**src/rtl/pipeline_fetch_unit.sv**
```systemverilog
// Instruction fetch stage: fetch PC, imem req/ack handshake,
// small prefetch FIFO feeding the IF/ID register.
module pipeline_fetch_unit #(
  parameter logic [31:0] RESET_PC = 32'h0000_0000,
  parameter int          DEPTH    = 2
) (
  input  logic        clk,
  input  logic        reset,
  input  logic        stall,
  input  logic        branch,
  input  logic [31:0] branchTarget,
  output logic        imemReq,
  output logic [31:0] imemAddr,
  input  logic        imemAck,
  input  logic [31:0] imemData,
  output logic [31:0] pcPlus4,
  output logic [31:0] preInstruction,
  output logic        ifIdWrIn,
  output logic        fetchValid
);

  localparam int PW = (DEPTH > 1) ? $clog2(DEPTH) : 1;
  localparam int CW = $clog2(DEPTH + 1);

  typedef enum logic [1:0] {
    FETCH  = 2'd0,
    FULL   = 2'd1,
    SQUASH = 2'd2
  } state_e;

  state_e          state_q, state_d;
  logic            live_q;
  logic [31:0]     pc_q, pc_d;
  logic [31:0]     sq_q, sq_d;
  logic [PW-1:0]   wr_q, wr_d;
  logic [PW-1:0]   rd_q, rd_d;
  logic [CW-1:0]   cnt_q, cnt_d;
  logic [CW-1:0]   cnt_after;
  logic [31:0]     pc4_mem   [DEPTH];
  logic [31:0]     instr_mem [DEPTH];
  logic            push, pop, fire, empty;
  logic [31:0]     pc_inc;

  function automatic logic [PW-1:0] nxt(input logic [PW-1:0] p);
    return (p == PW'(DEPTH - 1)) ? '0 : p + PW'(1);
  endfunction

  assign empty     = (cnt_q == '0);
  assign fire      = imemReq & imemAck;
  assign pop       = ~stall & ~empty & ~branch;
  assign pc_inc    = pc_q + 32'd4;
  assign cnt_after = pop ? cnt_q : cnt_q + CW'(1);

  // live_q keeps the request low until the first edge after reset
  assign imemReq        = live_q & (state_q != FULL);
  assign imemAddr       = (state_q == SQUASH) ? sq_q : pc_q;
  assign pcPlus4        = empty ? '0 : pc4_mem[rd_q];
  assign preInstruction = empty ? '0 : instr_mem[rd_q];
  assign ifIdWrIn       = ~stall;
  assign fetchValid     = ~empty;

  // next state, fetch PC and push decision; branch overrides all
  always_comb begin
    state_d = state_q;
    pc_d    = pc_q;
    sq_d    = sq_q;
    push    = 1'b0;
    if (branch) begin
      pc_d = branchTarget & ~32'h3;
      if (state_q == SQUASH) begin
        state_d = fire ? FETCH : SQUASH;
      end else if ((state_q == FETCH) && imemReq && !imemAck) begin
        state_d = SQUASH;
        sq_d    = pc_q;
      end else begin
        state_d = FETCH;
      end
    end else begin
      unique case (state_q)
        FETCH: begin
          if (fire) begin
            push = 1'b1;
            pc_d = pc_inc;
            if (cnt_after == CW'(DEPTH)) state_d = FULL;
          end
        end
        FULL:    if (pop) state_d = FETCH;
        SQUASH:  if (fire) state_d = FETCH;
        default: state_d = FETCH;
      endcase
    end
  end

  // FIFO pointers and occupancy
  always_comb begin
    wr_d  = wr_q;
    rd_d  = rd_q;
    cnt_d = cnt_q;
    if (branch) begin
      wr_d  = '0;
      rd_d  = '0;
      cnt_d = '0;
    end else begin
      if (push) wr_d = nxt(wr_q);
      if (pop)  rd_d = nxt(rd_q);
      if (push && !pop)      cnt_d = cnt_q + CW'(1);
      else if (!push && pop) cnt_d = cnt_q - CW'(1);
    end
  end

  // control state registers
  always_ff @(posedge clk or negedge reset) begin
    if (!reset) begin
      state_q <= FETCH;
      live_q  <= 1'b0;
      pc_q    <= RESET_PC;
      sq_q    <= RESET_PC;
      wr_q    <= '0;
      rd_q    <= '0;
      cnt_q   <= '0;
    end else begin
      state_q <= state_d;
      live_q  <= 1'b1;
      pc_q    <= pc_d;
      sq_q    <= sq_d;
      wr_q    <= wr_d;
      rd_q    <= rd_d;
      cnt_q   <= cnt_d;
    end
  end

  // FIFO storage; validity is tracked by cnt_q
  always_ff @(posedge clk) begin
    if (push) begin
      pc4_mem[wr_q]   <= pc_inc;
      instr_mem[wr_q] <= imemData;
    end
  end

endmodule

```
**config.mk**
```make
export PLATFORM = sky130hd
export DESIGN_NAME = pipeline_fetch_unit
export DESIGN_NICKNAME = d
export VERILOG_FILES = /design/src/rtl/pipeline_fetch_unit.sv
export SDC_FILE = /design/constraint.sdc
export NUM_CORES = 1
export LEC_CHECK = 0
export CAP_MARGIN = 20
export CORE_AREA = 3 3 163 165
export CTS_BUF_LIST = sky130_fd_sc_hd__clkbuf_2 sky130_fd_sc_hd__clkbuf_4 sky130_fd_sc_hd__clkbuf_8
export CTS_CLUSTER_SIZE = 12
export DETAILED_ROUTE_END_ITERATION = 6
export DIE_AREA = 0 0 166 168
export GPL_TIMING_DRIVEN = 0
export PLACE_DENSITY = 0.54
export SETUP_SLACK_MARGIN = 0.05
export SLEW_MARGIN = 10
export SYNTH_ARGS = -nofsm -noshare
export SYNTH_HDL_FRONTEND = slang
export SYNTH_SLANG_ARGS = --single-unit
```
**constraint.sdc**
```tcl
create_clock -name clk -period 7.1 [get_ports clk]
set_input_delay 1.065 -clock clk [delete_from_list [all_inputs] [get_ports clk]]
set_output_delay 1.065 -clock clk [all_outputs]
set_load 0.03 [all_outputs]
```
* Yosys cells after proc, flatten, opt, wreduce, memory -nomap -nowiden
Memory sizes are Yosys's and may differ from the RTL's.
Cells that the tools add are included.
** Storage, ports and cells
- Flip-flop bits (word level) :: 71
- RAM bits :: 128
- Input port bits :: 69
- Memories kept :: 2
** Operators by class
- $add $sub $neg :: 5
- Equal/unequal tests :: 8
- Muxes and demuxes :: 30
- Bitwise operators :: 8
- Reductions and logical operators :: 17
** Memory list
- instr_mem :: words 2, width 32, rd ports 1, clocked after memory_dff 0, wr ports 1, RTL line 40 : logic [31:0] instr_mem [DEPTH];
- pc4_mem :: words 2, width 32, rd ports 1, clocked after memory_dff 0, wr ports 1, RTL line 39 : logic [31:0] pc4_mem [DEPTH];
** Operators by type and width (number)
- 2-to-1 mux 32 bit :: 6
- adder 32 x 3 -> 32 bit (second input constant) :: 1
- 2-to-1 mux 2 bit :: 12
- 2-to-1 mux 1 bit :: 11
- != test 3 bit (second input constant) :: 3
- nonzero test 2 bit :: 4
- case mux 2 bit (3 select lines) :: 1
- bitwise AND 1 bit :: 4
- == test 2 bit (second input constant) :: 2
- logical AND 1 bit :: 4
- zero test 2 bit :: 2
- NOT 1 bit :: 4
- AND reduction 4 bit :: 1
- zero test 1 bit :: 3
- != test 3 x 2 -> 1 bit (second input constant) :: 1
- AND reduction 3 bit :: 1
- nonzero test 3 bit :: 1
- adder 1 bit (second input constant) :: 2
- adder 2 x 1 -> 2 bit (second input constant) :: 1
- == test 2 x 1 -> 1 bit (second input constant) :: 1
- != test 2 x 1 -> 1 bit (second input constant) :: 1
- AND reduction 2 bit :: 1
- subtractor 2 x 1 -> 2 bit (second input constant) :: 1

* Logic depth before layout (Yosys ltp)
- Depth in word-level cells :: 11
- Depth in mapped cells :: 7

* Worst setup path before layout
No wires, ideal clock.
- Path type :: input -> register
- From :: input port branch
- To :: memory instr_mem[0][0] (enable)
- Data arrival time :: 5.707 ns
- Setup slack :: 0.834 ns
- Cell stages on the path :: 3
- Path buffers :: 2
- Path through :: clkbuf_1 clkbuf_1 nor3_1
** Between the ends
- Word-level cells in the longest chain between the ends :: 3
** RTL lines
- start: declaration :: RTL line 10 : input logic branch,
- 2-to-1 mux 1 bit :: RTL line 68 : if (branch) begin
- 2-to-1 mux 1 bit :: RTL line 134 : if (push) begin
- 2-to-1 mux 1 bit (not written as such) :: RTL line 136 : instr_mem[wr_q] <= imemData;
- end: declaration :: RTL line 40
Every way passes these cells.

* Worst setup path in the final report
- From :: register state_q[0]
- To :: output port imemAddr[26]
** Between the ends
- Word-level cells in the longest chain between the ends :: 2
** RTL lines
- start: declaration :: RTL line 31 : state_e state_q, state_d;
- start signal: assignment :: RTL line 122 : state_q <= state_d;
- == test 2 bit :: RTL line 56 : assign imemAddr = (state_q == SQUASH) ? sq_q : pc_q;
- 2-to-1 mux 32 bit :: RTL line 56
- end: declaration :: RTL line 13 : output logic [31:0] imemAddr,
Every way passes these cells.

==> impl_metrics.env <==
export IMPL_status="finished clean"
export IMPL_crit_top_cell="clkbuf_1"
export IMPL_ys_flop_type="edfxtp_1"
export IMPL_clock_latency_ns=0.48
export IMPL_chipHeight_um=168
export IMPL_place_area_mm2=0.0110
export IMPL_postSynth_asyncResetShare_pct=35.1
export IMPL_ys_seq_area_share_pct=61.4
export IMPL_hp_class="in -> async"
export IMPL_setup_tns_ns=0
export IMPL_cts_buffers=17
export IMPL_cts_resized=0
export IMPL_syn_mean_instance_area_um2=12.6
export IMPL_worst_pin_slew_ns=1.01
export IMPL_yosys_cell_types_count=42
export IMPL_hpwl_um=15600
export IMPL_setup_viol=0
export IMPL_finalPower_mw=3.53
export IMPL_synth_edf_count=124
export IMPL_top_usage_layer="met2"
export IMPL_num_antenna_cells=0
export IMPL_cts_tree="yes"
export IMPL_cp_data_arrival_time_ns=3.07
export IMPL_synthesis_area_mm2=0.00879
export IMPL_grtUsageTotal_pct=15.5
export IMPL_core_area_mm2=0.0252
export IMPL_placed_cells=1203
export IMPL_use_met1_pct=21.5
export IMPL_period_minus_slack_ns=4.13
export IMPL_remaining_drc_errors=0
export IMPL_cp_slowest_stage_delay_ns=0.59
export IMPL_post_cts_buffers=0
export IMPL_synthTopCellsByCount="edfxtp_1, nor2_1, dfrtp_1"
export IMPL_dieArea_mm2=0.0279
export IMPL_grt_max_degree=59
export IMPL_ios=168
export IMPL_worstSetupPathType="reg -> out"
export IMPL_slew_violations=0
export IMPL_place_congestion=0.825
export IMPL_rr_worst_depth=7
export IMPL_required_ns=6.03
export IMPL_ctsHoldBuffers=0
export IMPL_critPathMaxFanout=10
export IMPL_antenna_found_initial=0
export IMPL_cp_slowest_cell="clkdlybuf4s50_1"
export IMPL_wl_um=21500
export IMPL_yosysTopAreaCell="edfxtp_1"
export IMPL_skew_ns=0.0164
export IMPL_period_share_pct=58.2
export IMPL_grt_pass1_vias=5858
export IMPL_yosys_warnings=0
export IMPL_cts_path_max_buffers=2
export IMPL_grt_pass1_wl_um=33700
export IMPL_rsz0062_at_grt="false"
export IMPL_cp_cell_sequence="clkbuf_1 -> nor2_1 -> clkbuf_1 -> mux2_2 -> clkdlybuf4s50_1"
export IMPL_syn_to_final_growth_pct=29.1
export IMPL_hold_violations=0
export IMPL_clk_pin_slew_ns=0.11
export IMPL_cts_root_buf="clkbuf_8"
export IMPL_clock_sinks=191
export IMPL_synthCells=700
export IMPL_htreeDepth=4
export IMPL_vias=5941
export IMPL_stdcell_count=1235
export IMPL_die_w_um=166
export IMPL_synth_top_area_share_pct=42.3
export IMPL_port_buffers=161
export IMPL_num_fill_cells=2315
export IMPL_endpoint_kind="primary output"
export IMPL_initial_utilization_pct=34.9
export IMPL_max_freq_ghz=0.242
export IMPL_relSlewSlack_pct=32.2
export IMPL_fin_area_mm2=0.0114
export IMPL_power_density_mw_per_mm2=311
export IMPL_fin_nets=963
export IMPL_drtIter0Drc=352
export IMPL_ys_top_cells_by_area="edfxtp_1, dfrtp_1, mux2_2"
export IMPL_yosysMostFrequentCell="edfxtp_1"
export IMPL_drt_pass1_iter_count=5
export IMPL_drtAntennaViolNets=0
export IMPL_overflow=0
export IMPL_leakage_nw=3.88
export IMPL_grtUsageMet3_pct=2.82
export IMPL_drive_gt1_share_pct=13.6
export IMPL_ys_ff_latch=191
export IMPL_wl_per_cell_um=17.4
export IMPL_ir_drop_mv=0.129
export IMPL_cap_violations=0
export IMPL_met2_usage_pct=24.9
export IMPL_fp_row_count=58
export IMPL_vias_per_cell=4.81
export IMPL_setup_worst_path_start_class="register"
## cells by family after synthesis
logic type | synth area share (%)
buf+inv | 3.49
simple gates | 12.0
compound gates | 4.14
mux | 14.5
xor+xnor | 4.18
flops | 61.4
fa+ha+maj | 0.284
other cells | 0.0854
## final timing paths
kind                            start               end  slack [ns]
max in group asynchronous       reset          pc_q[25]        6.14
min                             reset           sq_q[7]        0.40
min reg2reg                   sq_q[7]           sq_q[7]        0.52
min in group clk              sq_q[7]           sq_q[7]        0.52
max                        state_q[0]      imemAddr[26]        2.97
max reg2reg                state_q[0]  instr_mem[0][31]        4.27
## critical path, delay by kind of cell, from the launching register on
family | cells | cell delay (ns)
and+or+nand+nor | 1 | 0.51
muxes | 1 | 0.41
DFF | 1 | 0.37
buffers and inverters | 3 | 1.30
## report_power, final
group          switching, mW  total, mW  internal (mW)
Combinational          0.867       1.48          0.609
Sequential            0.0438       1.33           1.28
Clock                  0.426      0.722          0.296
## sequential cells by signal, indices dropped and copies added, names as in the netlist
register and cells:
sq_q 30, pc4_mem 60, rd_q 1, instr_mem 64, live_q 1, wr_q 1
pc_q 30, cnt_q 2, state_q 2
## layout make-up
type                       instances  area (um2)  area share (%)
sequential                       191        5400            47.5
multi-input combinational        444        3110            27.4
timing repair buffer             170        1730            15.2
tap                              330         413            3.64
buffer                            58         269            2.37
clock buffer                      17         234            2.06
clock inverter                    15         166            1.47
inverter                          10        37.5           0.331
## metrics by stage
step	hold WS, ns	util (%)	setup slack [ns]
after detailed placement	0.491	43.5	3.13
after floorplan	0.460	-	0.834
after global placement	0.482	43.0	-2.95
after global routing	0.384	45.1	2.72
final	0.404	45.1	2.97
after CTS	0.384	45.1	2.91
## metal layers
metal  share of wire, %  vias to the layer above
met4                1.7                        0
met1                 47                     2821
li1                   -                     2920
met2                 47                      177
met3                4.6                       23
met5                  0                        -
## placed cells by master (no fill, tap or decap), types with 11 or more instances in the layout
| cell type | count |
|---|---|
| mux2i_1 | 63 |
| clkbuf_8 | 17 |
| nand2_1 | 35 |
| nor2_1 | 97 |
| clkbuf_1 | 37 |
| xor2_1 | 18 |
| xnor2_1 | 24 |
| o21ai_0 | 21 |
| clkdlybuf4s50_1 | 160 |
| nand3_1 | 17 |
| dfrtp_1 | 67 |
| or4_1 | 13 |
| buf_4 | 13 |
| a31oi_1 | 20 |
| nand4_1 | 11 |
| edfxtp_1 | 124 |
| mux2_2 | 57 |
| nor3_1 | 13 |
Power figures use the tool's default switching activity.
==> RTL edit 1 (same flow settings) <==
Encoding of `state_e`: now one-hot (3 bits for 3 states).
--- a/src/rtl/pipeline_fetch_unit.sv
+++ b/src/rtl/pipeline_fetch_unit.sv
@@ -24,6 +24,6 @@
 
-  typedef enum logic [1:0] {
-    FETCH  = 2'd0,
-    FULL   = 2'd1,
-    SQUASH = 2'd2
+  typedef enum logic [2:0] {
+    FETCH  = 3'b001,
+    FULL   = 3'b010,
+    SQUASH = 3'b100
   } state_e;
Function: same outputs for any inputs over 4 cycles, from zero or initial values and one cycle with reset low; so few cycles prove little.
==> RTL edit 1 against the unedited design <==
Core utilization rose by 0.26 points; synthesized cell count fell by 1.4%; non-clock buffer count up 5; final area increased by 0.58%; highest routed layer unchanged; setup slack lost 9.9 ps; area after synthesis up 0.65%; total power fell by 5.3%; largest power group is now registers; hold slack better by 87 ps; routed wire length up 0.67%; count of clock-buffer cells in the layout up 1; clock power fell by 4.3%; sequential cell count grew 1.
==> RTL edit 1: results <==
group,metric,value,unit
setup_path,worst_path_dominant_cell_family,"buffers and inverters",
clock_tree,cts_root_buf,"sky130_fd_sc_hd__clkbuf_8",
yosys,synthDistinctLibCells,49,
yosys,synth_edf_count,124,
routing,detailroute.via_count,5838,
finish,filler_cell_count,2363,
routing,wl_per_cell,17.6,um
grt,antenna_found_initial,0,
yosys,synth-async-reset-ratio,0.354,
yosys,synth.area.top_cells,"sky130_fd_sc_hd__edfxtp_1 (42%), sky130_fd_sc_hd__dfrtp_1 (19%), sky130_fd_sc_hd__mux2i_1 (7.1%), sky130_fd_sc_hd__mux2_2 (7.1%), sky130_fd_sc_hd__xnor2_1 (3.9%)",
sta,final.setup_skew,15.9,ps
setup_path,reg2reg_slack,3980,ps
clock_tree,insertion_delay,460,ps
yosys,synth-main-ff-cell,"sky130_fd_sc_hd__edfxtp_1",
sta,worst_slew_pin_slew,1000,ps
setup_path,slowest_stage,"sky130_fd_sc_hd__clkdlybuf4s50_1",
setup_path,crit_path_max_fanout,10,
worst_hold_path,worst_hold_path.endpoint,"sq_q[11]$_DFFE_PN0P_",
routing,detail_route.first_pass.iterations,7,
pwr,vdd.ir_drop.worst,0.000146,V
setup_path,worst_path_largest_cell_delay,600,ps
finish,nets,958,
placed_design,detailedPlacementHpwl,15800,um
placed_design,placed_area,11100,um2
grt,grt_first_pass_wirelength,33700,um
worst_hold_path,timing.hold.worst.class,"flop to flop",
yosys,synth_seq_area_share,0.613,
setup_path,crit_path_start_kind,"flop",
yosys,post_synth_inst_count,690,
clock_tree,cts_resized,0,
pwr,power_leakage,0.00405,uW
grt,grtUsageTotal,0.156,
routing,drtIter0Drc,325,
finish,num_antenna_cells,0,
finish,reg_top3,"instr_mem x64, pc4_mem x60",
finish,stdcell_count,1230,
yosys,ys_top_cells_by_count,"sky130_fd_sc_hd__edfxtp_1 (124), sky130_fd_sc_hd__nor2_1 (87), sky130_fd_sc_hd__dfrtp_1 (67), sky130_fd_sc_hd__mux2i_1 (63), sky130_fd_sc_hd__mux2_2 (56)",
placed_design,port-buffer-count,160,
setup_path,timing.rr.start,"state_q[0]$_DFFE_PN1P_",
placed_design,place_congestion,0.749,
yosys,synthesis.yosys.warnings,0,
setup_path,crit-reg2reg-capture,"instr_mem[1][27]$_DFFE_PP_",
clock_tree,cts.reportedPaths.clkPinSlew,90,ps
setup_path,worstPathArrival,3080,ps
clock_tree,h-tree-depth,4,
finish,layout-drive-gt1-share,0.152,
status,run_status,"finished clean",
grt,grt_start_max_net_pins,43,
clock_tree,clock_path_buffers,2,
setup_path,worst-r2r-cell-count,7,
-- RTL edit 1: worst max path at each step --
stage / end / slack [ps] / depth (start not counted)
final: imemAddr[21] / 2960 / 5
after global routing: pcPlus4[14] / 2780 / 6
after CTS: pcPlus4[16] / 2850 / 6
after detailed placement: instr_mem[1][24]$_DFFE_PP_ / 2980 / 8
after global placement: instr_mem[1][24]$_DFFE_PP_ / -3860 / 5
after floorplan: instr_mem[1][0]$_DFFE_PP_ / 380 / 4
-- RTL edit 1: power breakdown --
group          leakage [uW]  total [uW]  internal (uW)  switching, uW
clock network      0.000178         691            286            405
logic               0.00191        1300            545            760
registers           0.00197        1340           1300           45.3
-- RTL edit 1: layer usage --
metal | global-route usage | routed length (um) | share of wire
met2 | 0.250 | 10100 | 0.47
met5 | 0 | 0 | 0
met1 | 0.222 | 10400 | 0.48
met4 | 0.0347 | 200 | 0.0093
met3 | 0.0315 | 967 | 0.045
-- RTL edit 1: cell type report --
class                   instances  area, um2  share of cell area
inverters                       6       22.5             0.00197
multi-input cells             437       3080               0.270
well taps                     330        413              0.0361
clock buffers                  18        241              0.0211
clock inverters                14        130              0.0114
flip-flops and latches        192       5430               0.475
repair buffers                175       1770               0.155
plain buffers                  58        342              0.0299
-- RTL edit 1: logic make-up after synthesis --
logic type,after synthesis,share of synthesized area
simple gates,207,0.112
flops,192,0.613
mux,119,0.142
buf+inv,64,0.0411
xor+xnor,61,0.0604
compound gates,41,0.0247
fa+ha+maj,4,0.00509
other cells,2,0.000848
-- RTL edit 1: per-stage QoR --
stage	hold slack, ps	power, uW	setup slack [ps]	setup TNS [ps]
final	491	3340	2960	0
after global routing	503	3520	2780	0
after CTS	491	3400	2850	0
after detailed placement	471	2700	2980	0
after global placement	463	2690	-3860	-444250
after floorplan	450	2180	382	0
==> RTL edit 2 (same settings) <==
Without the edit above. Set the parameter `DEPTH` to 1 (it was 2).
--- a/src/rtl/pipeline_fetch_unit.sv
+++ b/src/rtl/pipeline_fetch_unit.sv
@@ -4,3 +4,3 @@
   parameter logic [31:0] RESET_PC = 32'h0000_0000,
-  parameter int          DEPTH    = 2
+  parameter int          DEPTH    = 1
 ) (
Check against the original RTL: not equivalent (Yosys sat finds a counterexample within 4 cycles, from zero or initial values and one cycle with reset low).
==> RTL edit 2 against the unedited design <==
Total power is 41% lower; die area is the same; routed wire length down 11%; cell count is 13% lower; critical path depth unchanged; sequential cell count shrank 65; setup slack gained 140 ps; final area is 23% lower; count of clock-buffer cells in the layout grew 1; area after synthesis shrank 29%; critical path type unchanged; critical endpoint is now imemAddr[18]; largest power group is now registers; highest routed layer is now met5.
==> RTL edit 2: results <==
group,metric,value,unit
setup_path,crit_path_start,"state_q[1]$_DFFE_PN0P_",
yosys,yosys-mux-area-fraction,0.106,
pwr,vdd.ir_drop.worst,0.000110,V
finish,layout-drive-gt1-share,0.154,
routing,route.top_layer_used,"met5",
routing,drt-total-wl,19100,um
grt,grt_start_max_net_pins,36,
yosys,synth-main-ff-cell,"sky130_fd_sc_hd__dfrtp_1",
placed_design,place_congestion,0.781,
pwr,pwr-share-seq,0.432,
yosys,yosys.area_share.xor_xnor,0.0561,
yosys,synthDistinctLibCells,39,
status,run_status,"finished clean",
setup_path,worstSetupEndpoint,"imemAddr[18]",
placed_design,dp_slack,3240,ps
yosys,synth_seq_area_share,0.554,
yosys,ys_top_cells_by_count,"sky130_fd_sc_hd__and2_1 (64), sky130_fd_sc_hd__dfrtp_1 (64), sky130_fd_sc_hd__edfxtp_1 (62), sky130_fd_sc_hd__mux2_2 (58)",
yosys,synth_fa_ha_area_frac,0.00200,
pwr,power_leakage,0.00313,uW
yosys,synth.area.top_cells,"sky130_fd_sc_hd__edfxtp_1 (30%), sky130_fd_sc_hd__dfrtp_1 (26%), sky130_fd_sc_hd__mux2_2 (10%), sky130_fd_sc_hd__and2_1 (6.4%), sky130_fd_sc_hd__xor2_1 (3.5%)",
finish,nets,803,
sta,worst_slew_margin_rel,0.472,
setup_path,reg2reg_slack,4370,ps
grt,grt_first_pass_wirelength,29200,um
finish,filler_cell_count,2535,
placed_design,detailedPlacementHpwl,14300,um
yosys,synth_compound_gate_area_share,0.0515,
grt,antenna_found_initial,1,
clock_tree,cts.reportedPaths.clkPinSlew,80,ps
grt,gr-usage-met2,0.216,
yosys,synth_edf_count,62,
routing,route.met2.wl,8730,um
setup_path,crit-reg2reg-capture,"instr_mem[0][22]$_DFFE_PP_",
worst_hold_path,timing.hold.worst.class,"flop to flop",
routing,drtIter0Drc,307,
placed_design,placed_area,8350,um2
grt,grt.met1_usage,0.185,
yosys,synth-async-reset-ratio,0.508,
setup_path,worst-r2r-cell-count,6,
routing,met3_length,1200,um
==> RTL edit 2: cell types whose count changed after synthesis, moves of 7 or more <==
cell | before | now
sky130_fd_sc_hd__and2_1 | 1 | 64
sky130_fd_sc_hd__edfxtp_1 | 124 | 62
sky130_fd_sc_hd__mux2i_1 | 63 | 1
sky130_fd_sc_hd__nand3_1 | 17 | 10
sky130_fd_sc_hd__nor2_1 | 97 | 34
sky130_fd_sc_hd__xnor2_1 | 24 | 15
sky130_fd_sc_hd__xor2_1 | 18 | 25
==> RTL edit 2: per-stage QoR <==
step	hold slack, ps	instances	utilization
after floorplan	467	550	-
after global placement	483	1041	0.329
after detailed placement	490	1044	0.332
after CTS	510	1076	0.348
after global routing	520	1076	0.348
final	507	1076	0.348
==> RTL edit 2: cell type report <==
class                      count  share of cell area
clock inverter                14              0.0190
multi-input combinational    367               0.291
sequential                   126               0.395
timing repair buffer         164               0.191
buffer                        52              0.0261
clock buffer                  18              0.0276
inverter                       5             0.00214
tap                          330              0.0471
